File: src/rtl/reseed_lfsr_prng_if.sv
// Control, entropy and data signals of the reseedable LFSR PRNG.
// The slave modport is the generator's view; the master modport is the driver's view.
interface reseed_lfsr_prng_if #(
    parameter int EntropyWidth = 32,
    parameter int LfsrWidth    = 64
);
    logic                    lfsr_en_i;
    logic                    reseed_req_i;
    logic                    reseed_ack_o;
    logic                    entropy_req_o;
    logic                    entropy_ack_i;
    logic [EntropyWidth-1:0] entropy_i;
    logic [LfsrWidth-1:0]    state_o;
    logic [LfsrWidth-1:0]    data_o;

    modport slave (
        input  lfsr_en_i,
        input  reseed_req_i,
        input  entropy_ack_i,
        input  entropy_i,
        output reseed_ack_o,
        output entropy_req_o,
        output state_o,
        output data_o
    );

    modport master (
        output lfsr_en_i,
        output reseed_req_i,
        output entropy_ack_i,
        output entropy_i,
        input  reseed_ack_o,
        input  entropy_req_o,
        input  state_o,
        input  data_o
    );
endinterface

File: src/rtl/reseed_lfsr_prng.sv
// 64-bit Galois LFSR reseeded from two 32-bit entropy words, with a
// PRINCE S-box scrambled copy of the state for register clearing.
module reseed_lfsr_prng #(
    parameter int              EntropyWidth = 32,
    parameter int              LfsrWidth    = 64,
    parameter logic [LfsrWidth-1:0] DefaultSeed = 64'h0123_4567_89AB_CDEF,
    parameter logic [LfsrWidth-1:0] Coeffs      = 64'hD800_0000_0000_0000,
    parameter bit              SkipReseed   = 1'b0
) (
    input  logic                 clk_i,
    input  logic                 rst_i,
    reseed_lfsr_prng_if.slave    bus
);

    function automatic logic [3:0] sbox(input logic [3:0] x);
        logic [3:0] y;
        case (x)
            4'h0: y = 4'hB;
            4'h1: y = 4'hF;
            4'h2: y = 4'h3;
            4'h3: y = 4'h2;
            4'h4: y = 4'hA;
            4'h5: y = 4'hC;
            4'h6: y = 4'h9;
            4'h7: y = 4'h1;
            4'h8: y = 4'h6;
            4'h9: y = 4'h7;
            4'hA: y = 4'h8;
            4'hB: y = 4'h0;
            4'hC: y = 4'hE;
            4'hD: y = 4'h5;
            4'hE: y = 4'hD;
            default: y = 4'h4;
        endcase
        return y;
    endfunction

    logic [1:0]           r_depth;
    logic [LfsrWidth-1:0] r_pack;
    logic [LfsrWidth-1:0] r_state;
    logic                 w_seed_valid;
    logic                 w_seed_en;
    logic [LfsrWidth-1:0] w_step;
    logic [LfsrWidth-1:0] w_scr;

    assign w_seed_valid = (r_depth == 2'd2);
    assign w_seed_en    = SkipReseed ? 1'b0 : w_seed_valid;

    // Packer: the full seed is always drained on the edge after it completes,
    // so words offered while full are simply not taken.
    always_ff @(posedge clk_i) begin
        if (rst_i) begin
            r_depth <= 2'd0;
            r_pack  <= '0;
        end else if (w_seed_valid) begin
            r_depth <= 2'd0;
            r_pack  <= '0;
        end else if (bus.entropy_ack_i) begin
            if (r_depth == 2'd0) begin
                r_pack[EntropyWidth-1:0] <= bus.entropy_i;
            end else begin
                r_pack[LfsrWidth-1:EntropyWidth] <= bus.entropy_i;
            end
            r_depth <= r_depth + 2'd1;
        end
    end

    assign w_step = (r_state >> 1) ^ (r_state[0] ? Coeffs : '0);

    // An all-zero state would lock the LFSR, so stepping from zero restarts it.
    always_ff @(posedge clk_i) begin
        if (rst_i) begin
            r_state <= DefaultSeed;
        end else if (w_seed_en) begin
            r_state <= r_pack;
        end else if (bus.lfsr_en_i) begin
            r_state <= (r_state == '0) ? DefaultSeed : w_step;
        end
    end

    always_comb begin
        w_scr = '0;
        for (int n = 0; n < LfsrWidth / 4; n++) begin
            w_scr[4*n +: 4] = sbox(r_state[4*n +: 4]);
        end
    end

    assign bus.state_o       = r_state;
    assign bus.data_o        = w_scr;
    assign bus.reseed_ack_o  = SkipReseed ? bus.reseed_req_i : w_seed_valid;
    assign bus.entropy_req_o = SkipReseed ? 1'b0 : (bus.reseed_req_i & ~w_seed_valid);

endmodule

File: src/flat_wrapper.sv
// flat-port wrapper written by rule: the top's interface ports become plain ports
module reseed_lfsr_prng_flat 
#(
    parameter int              EntropyWidth = 32,
    parameter int              LfsrWidth    = 64,
    parameter logic [LfsrWidth-1:0] DefaultSeed = 64'h0123_4567_89AB_CDEF,
    parameter logic [LfsrWidth-1:0] Coeffs      = 64'hD800_0000_0000_0000,
    parameter bit              SkipReseed   = 1'b0
)
  (clk_i, rst_i, bus_lfsr_en_i, bus_reseed_req_i, bus_entropy_ack_i, bus_entropy_i, bus_reseed_ack_o, bus_entropy_req_o, bus_state_o, bus_data_o);
  reseed_lfsr_prng_if #(.EntropyWidth(EntropyWidth), .LfsrWidth(LfsrWidth)) bus_i ();
  input  logic clk_i;
  input  logic rst_i;
  input wire logic [$bits(bus_i.lfsr_en_i)-1:0] bus_lfsr_en_i;
  input wire logic [$bits(bus_i.reseed_req_i)-1:0] bus_reseed_req_i;
  input wire logic [$bits(bus_i.entropy_ack_i)-1:0] bus_entropy_ack_i;
  input wire logic [$bits(bus_i.entropy_i)-1:0] bus_entropy_i;
  output wire logic [$bits(bus_i.reseed_ack_o)-1:0] bus_reseed_ack_o;
  output wire logic [$bits(bus_i.entropy_req_o)-1:0] bus_entropy_req_o;
  output wire logic [$bits(bus_i.state_o)-1:0] bus_state_o;
  output wire logic [$bits(bus_i.data_o)-1:0] bus_data_o;
  assign bus_i.lfsr_en_i = bus_lfsr_en_i;
  assign bus_i.reseed_req_i = bus_reseed_req_i;
  assign bus_i.entropy_ack_i = bus_entropy_ack_i;
  assign bus_i.entropy_i = bus_entropy_i;
  assign bus_reseed_ack_o = bus_i.reseed_ack_o;
  assign bus_entropy_req_o = bus_i.entropy_req_o;
  assign bus_state_o = bus_i.state_o;
  assign bus_data_o = bus_i.data_o;
  reseed_lfsr_prng #(.EntropyWidth(EntropyWidth), .LfsrWidth(LfsrWidth), .DefaultSeed(DefaultSeed), .Coeffs(Coeffs), .SkipReseed(SkipReseed)) u_core (.clk_i(clk_i), .rst_i(rst_i), .bus(bus_i));
endmodule
File: config.mk
export PLATFORM = sky130hd
export DESIGN_NAME = reseed_lfsr_prng_flat
export DESIGN_NICKNAME = d
export VERILOG_FILES = /design/src/rtl/reseed_lfsr_prng_if.sv /design/src/rtl/reseed_lfsr_prng.sv /design/src/flat_wrapper.sv
export SDC_FILE = /design/constraint.sdc
export NUM_CORES = 1
export LEC_CHECK = 0
export ABC_AREA = 1
export CAP_MARGIN = 5
export CORE_UTILIZATION = 40
export CTS_BUF_LIST = sky130_fd_sc_hd__clkbuf_8
export DETAILED_ROUTE_END_ITERATION = 10
export PLACE_DENSITY = 0.61
export SLEW_MARGIN = 40
export SYNTH_ARGS = -nofsm -noshare
export SYNTH_HDL_FRONTEND = slang
export SYNTH_SLANG_ARGS = --single-unit
File: constraint.sdc
create_clock -name clk_i -period 3.1 [get_ports clk_i]
set_input_delay 0.62 -clock clk_i [delete_from_list [all_inputs] [get_ports clk_i]]
set_output_delay 0.62 -clock clk_i [all_outputs]
set_load 0.1 [all_outputs]
## Yosys cells after proc, flatten, opt, wreduce, memory -nomap -nowiden

Memories as Yosys holds them, arrays and structs flattened. A register that Yosys moved wholly into a read port is not among the register bits.
Index checks and enable logic that the tools add are counted.

- Memories: 16
- Flip-flop bits (word level): 130
- Logic and storage cells: 68
- Memory bits (read-only): 1024
- Input port bits: 37

- Muxes and demuxes: 36
- Equality and inequality tests: 1
- Reduce and logical (&&, ||, !) cells: 6
- Add/sub/neg operators: 1
- Bitwise gates (word level): 4

Memories:

| memory | words | width | rd ports | clocked after memory_dff | write ports | line | text |
|---|---|---|---|---|---|---|---|
| (no name shown) | 16 | 4 | 1 | 1 | 0 | reseed_lfsr_prng.sv:17 | `case (x)` |
| (no name shown) | 16 | 4 | 1 | 1 | 0 | reseed_lfsr_prng.sv:17 |  |
| (no name shown) | 16 | 4 | 1 | 1 | 0 | reseed_lfsr_prng.sv:17 |  |
| (no name shown) | 16 | 4 | 1 | 1 | 0 | reseed_lfsr_prng.sv:17 |  |
| (no name shown) | 16 | 4 | 1 | 1 | 0 | reseed_lfsr_prng.sv:17 |  |
| (no name shown) | 16 | 4 | 1 | 1 | 0 | reseed_lfsr_prng.sv:17 |  |
| 10 more memories | - | - | - | - | - | - |  |

Operator list:

| cell | number |
|---|---|
| 64-bit two-way mux | 4 |
| 4-bit two-way mux | 32 |
| 64-bit logical NOT | 1 |
| 63-bit by 64-bit XOR with 64-bit output | 1 |
| 2-bit AND reduction | 2 |
| 2-bit by 1-bit adder with 2-bit output (second input constant) | 1 |
| 2-bit equality test (second input constant) | 1 |
| 2-bit logical NOT | 1 |
| 1-bit inverter | 2 |
| 2-bit nonzero test | 1 |
| 2-bit OR reduction | 1 |
| 1-bit AND | 1 |

## Depth between registers and ports, before layout

- Depth after elaboration: 7
- Depth in mapped cells: 17
- Depth with buffers taken out: 15

## Least setup slack after synthesis

Ideal clock, no wire load.

- Path kind: register to output
- Start: register u_core.r_depth[0]
- End: output port bus_entropy_req_o
- Data arrival time: 2844 ps
- Required time: 2480 ps
- Buffers on the path: 3
- Stages on the path, launching flop included: 7
- Path slack: -364 ps
- Cells stage by stage: dfxtp_1 > inv_1 > ha_1 > buf_6 > buf_4 > clkbuf_1 > nor2_1

- Longest elaborated chain between the ends: 3

RTL lines:

| what | line | text |
|---|---|---|
| start: declaration | reseed_lfsr_prng.sv:38 | `logic [1:0] r_depth;` |
| start signal: assignment | reseed_lfsr_prng.sv:64 | `r_depth <= r_depth + 2'd1;` |
| 2-bit equality test | reseed_lfsr_prng.sv:46 | `assign w_seed_valid = (r_depth == 2'd2);` |
| via bus_reseed_ack_o | flat_wrapper.sv:18 | `output wire logic [$bits(bus_i.reseed_ack_o)-1:0] bus_reseed_ack_o;` |
| 1-bit inverter | reseed_lfsr_prng.sv:91 | `assign bus.entropy_req_o = SkipReseed ? 1'b0 : (bus.reseed_req_i & ~w_seed_valid);` |
| 1-bit AND | reseed_lfsr_prng.sv:91 |  |
| end: declaration | flat_wrapper.sv:19 | `output wire logic [$bits(bus_i.entropy_req_o)-1:0] bus_entropy_req_o;` |

The timed path passes the listed nets, and every way through them passes these cells.

## Worst setup path in the final report

- Start: register u_core.r_depth[0]
- End: output port bus_entropy_req_o

- Longest elaborated chain between the ends: 3

RTL lines:

| what | line |
|---|---|
| 2-bit equality test | reseed_lfsr_prng.sv:46 |
| 1-bit inverter | reseed_lfsr_prng.sv:91 |
| 1-bit AND | reseed_lfsr_prng.sv:91 |

No other way between the ends.

==> out/results.ini <==
[clocking]
cts-buffers-inserted=17
clock-sinks=194
clk_path_buf_depth=2
cts-root-buf=clkbuf_8
cts_tree=done
clk_pin_slew_ps=90
holdBufCountCts=0
worstSkewPairLatency_ps=460
cts-htree-levels=4
cts_resized=0
post-cts-setup-buffers=0

[finish]
drive_gt1_share_pct=17.4
fillers=2393
instances_no_fill=1830
final_common_cell=nand2_1
final_cell_mix=nand2_1, nor2_1, dfxtp_1, buf_4, inv_1
nNetsFinal=1593
area_growth_pct=21.8

[placed_design]
post-dp-hpwl_um=18800
gp_congestion=0.845
port_buffers=166
place_inst=1798

[timing]
finalSetupViolCount=0
timing.fmax_mhz=354
slew_headroom_pct=58.7
setup-tns-final_ps=0
final-hold-violation-count=0
slew_viol_final=0
fin_skew_ps=14.6
rsz0062_at_grt=no
fin_crit_ps=2830
fin_crit_sh_pct=91.1
worstMarginPinSlew_ps=618

[critical_path]
crit_type=reg -> out
reg2reg_depth=15
required_ps=2480
startpoint=u_core.r_depth[0]
cpPeakStageDelay_ps=510
cp-endpoint=bus_entropy_req_o
worstPathCellList=inv_1, ha_2, buf_12, buf_4, nor2_2, buf_4
timing.rr.start=u_core.bus.state_o[31]
crit_top_cell=buf_4
end_kind=output pin
reg2reg_slack_ps=290
critPathArrivalTime_ps=2210
worst_setup_path_start_kind=flip-flop
crit_fanout=36
r2r_end=u_core.bus.data_o[35]
critPathSlowestCell=ha_2

[floorplan]
die_h_um=157
core_mm2=0.0235
rows=56
io_pins=167
start_util_pct=41.0
dieArea_mm2=0.0248
fp.dieW_um=157

[logic_synthesis]
synth-edff-count=0
ys_ff_latch=194
synth_cell_types=42
yosys_most_used_dff=dfxtp_1
ys_seq_area_share_pct=40.2
syn_inst=1344
synth_area_mm2=0.00966
yosys_warnings=0
synthArstFlopShare_pct=0
synthesis.nets=1439
syn_area_per_cell_um2=7.19

[routing]
route.vias.total=8629
wl_um=25700
first_pass_iters=5
wl_per_cell_um=14.0
drtIter0Drc=505
vias_per_cell=4.72
antenna_left=0
drc=0

[global_routing]
antenna_found_initial=2
grt_usage_pct=21.1
grt_pass1_wl_um=41000
grt_pass1_vias=7939
overflow=0
grt_start_max_net_pins=45

[power_and_ir_drop]
ir_worst_vdd_mv=0.389
powerDensity_mw_per_mm2=712
leakage_nw=5.95

[hold_path]
hold_class=reg -> reg

[status]
outcome=completed

[job]
cap_violations=0

==> per-layer routing <==
layer  global-route usage, %  up-vias  routed length, µm
met2                    34.3      191              11800
met5                       0        -                  0
li1                        -     4568                  -
met1                    28.5     3849              12400
met3                    3.96       21               1120
met4                    5.32        0                354
==> registers in the layout, indices dropped and copies added (netlist names) <==
name and count:
u_core.r_pack 64, u_core.bus.data_o 64, u_core.bus.state_o 64, u_core.r_depth 2
==> metrics by stage <==
step                hold slack (ps)  utilization [%]  setup WS [ps]  total power (W)  instance area, µm²
global route                    498             50.0           75.6          0.00880               11800
global placement                443             48.1            310          0.00660               11300
detailed placement              459             48.1            225          0.00662               11300
finish                          473             50.0            274          0.00837               11800
floorplan                       429                -           89.1          0.00586                9660
CTS                             472             49.9            248          0.00843               11800
==> worst max-delay path: cells and delay by family (launching register included) <==
kind / cells / cell delay, ps
and+or+nand+nor: 1 / 50
buffers and inverters: 4 / 870
adders and majority gates: 1 / 510
DFF: 1 / 300
==> worst min path at each step <==
stage,to,from,cells after the start
after global placement,u_core.r_pack[32],u_core.r_pack[32],2
after global routing,u_core.bus.state_o[41],rst_i,2
after CTS,u_core.r_pack[32],u_core.r_pack[32],2
after detailed placement,u_core.r_pack[32],u_core.r_pack[32],2
final,u_core.r_pack[32],u_core.r_pack[32],2
after floorplan,u_core.r_pack[48],u_core.r_pack[48],2
==> cells by family (layout without fill, tap and decap cells) <==
family | Yosys count | in the layout | synth area share, %
buffers and inverters | 184 | 349 | 8.14
AO/OA/AOI/OAI | 210 | 210 | 12.7
other | 0 | 2 | 0
flip-flops | 194 | 194 | 40.2
adder cells (fa/ha/maj) | 58 | 58 | 7.51
AND/OR/NAND/NOR | 696 | 696 | 31.2
XOR/XNOR | 2 | 2 | 0.181
==> synthesized netlist by cell type (4+ instances only) <==
master | number | area share (%)
buf_2 | 16 | 0.83
o31ai_1 | 4 | 0.31
ha_1 | 58 | 7.5
o211ai_1 | 10 | 0.78
a21oi_1 | 53 | 2.7
inv_1 | 118 | 4.6
clkbuf_1 | 23 | 0.89
buf_6 | 7 | 0.82
inv_2 | 13 | 0.51
nand3_1 | 65 | 3.4
nand3b_1 | 11 | 0.86
a21oi_2 | 4 | 0.36
nand2_2 | 27 | 1.7
o21ai_1 | 17 | 0.88
nand2_1 | 298 | 12
o21ai_0 | 88 | 4.6
nor2_1 | 261 | 10
nand2_4 | 22 | 2.6
a22oi_1 | 18 | 1.4
dfxtp_1 | 194 | 40
==> power by group <==
group,switching (W),internal (W),total [W]
Sequential,0.000197,0.00282,0.00302
Combinational,0.00275,0.000787,0.00354
Clock,0.000914,0.000896,0.00181
Total,0.00387,0.00451,0.00837
==> final cells by class <==
type,count,area (µm²),share of cell area [%]
Sequential cell,194,3880,33.0
Tap cell,319,399,3.39
Clock buffer,18,248,2.11
Clock inverter,12,181,1.54
Timing Repair Buffer,187,1550,13.2
Multi-Input combinational cell,966,5000,42.5
Antenna cell,2,5.00,0.0425
Inverter,132,495,4.21
No activity file was read; power rests on OpenSTA's default activity.
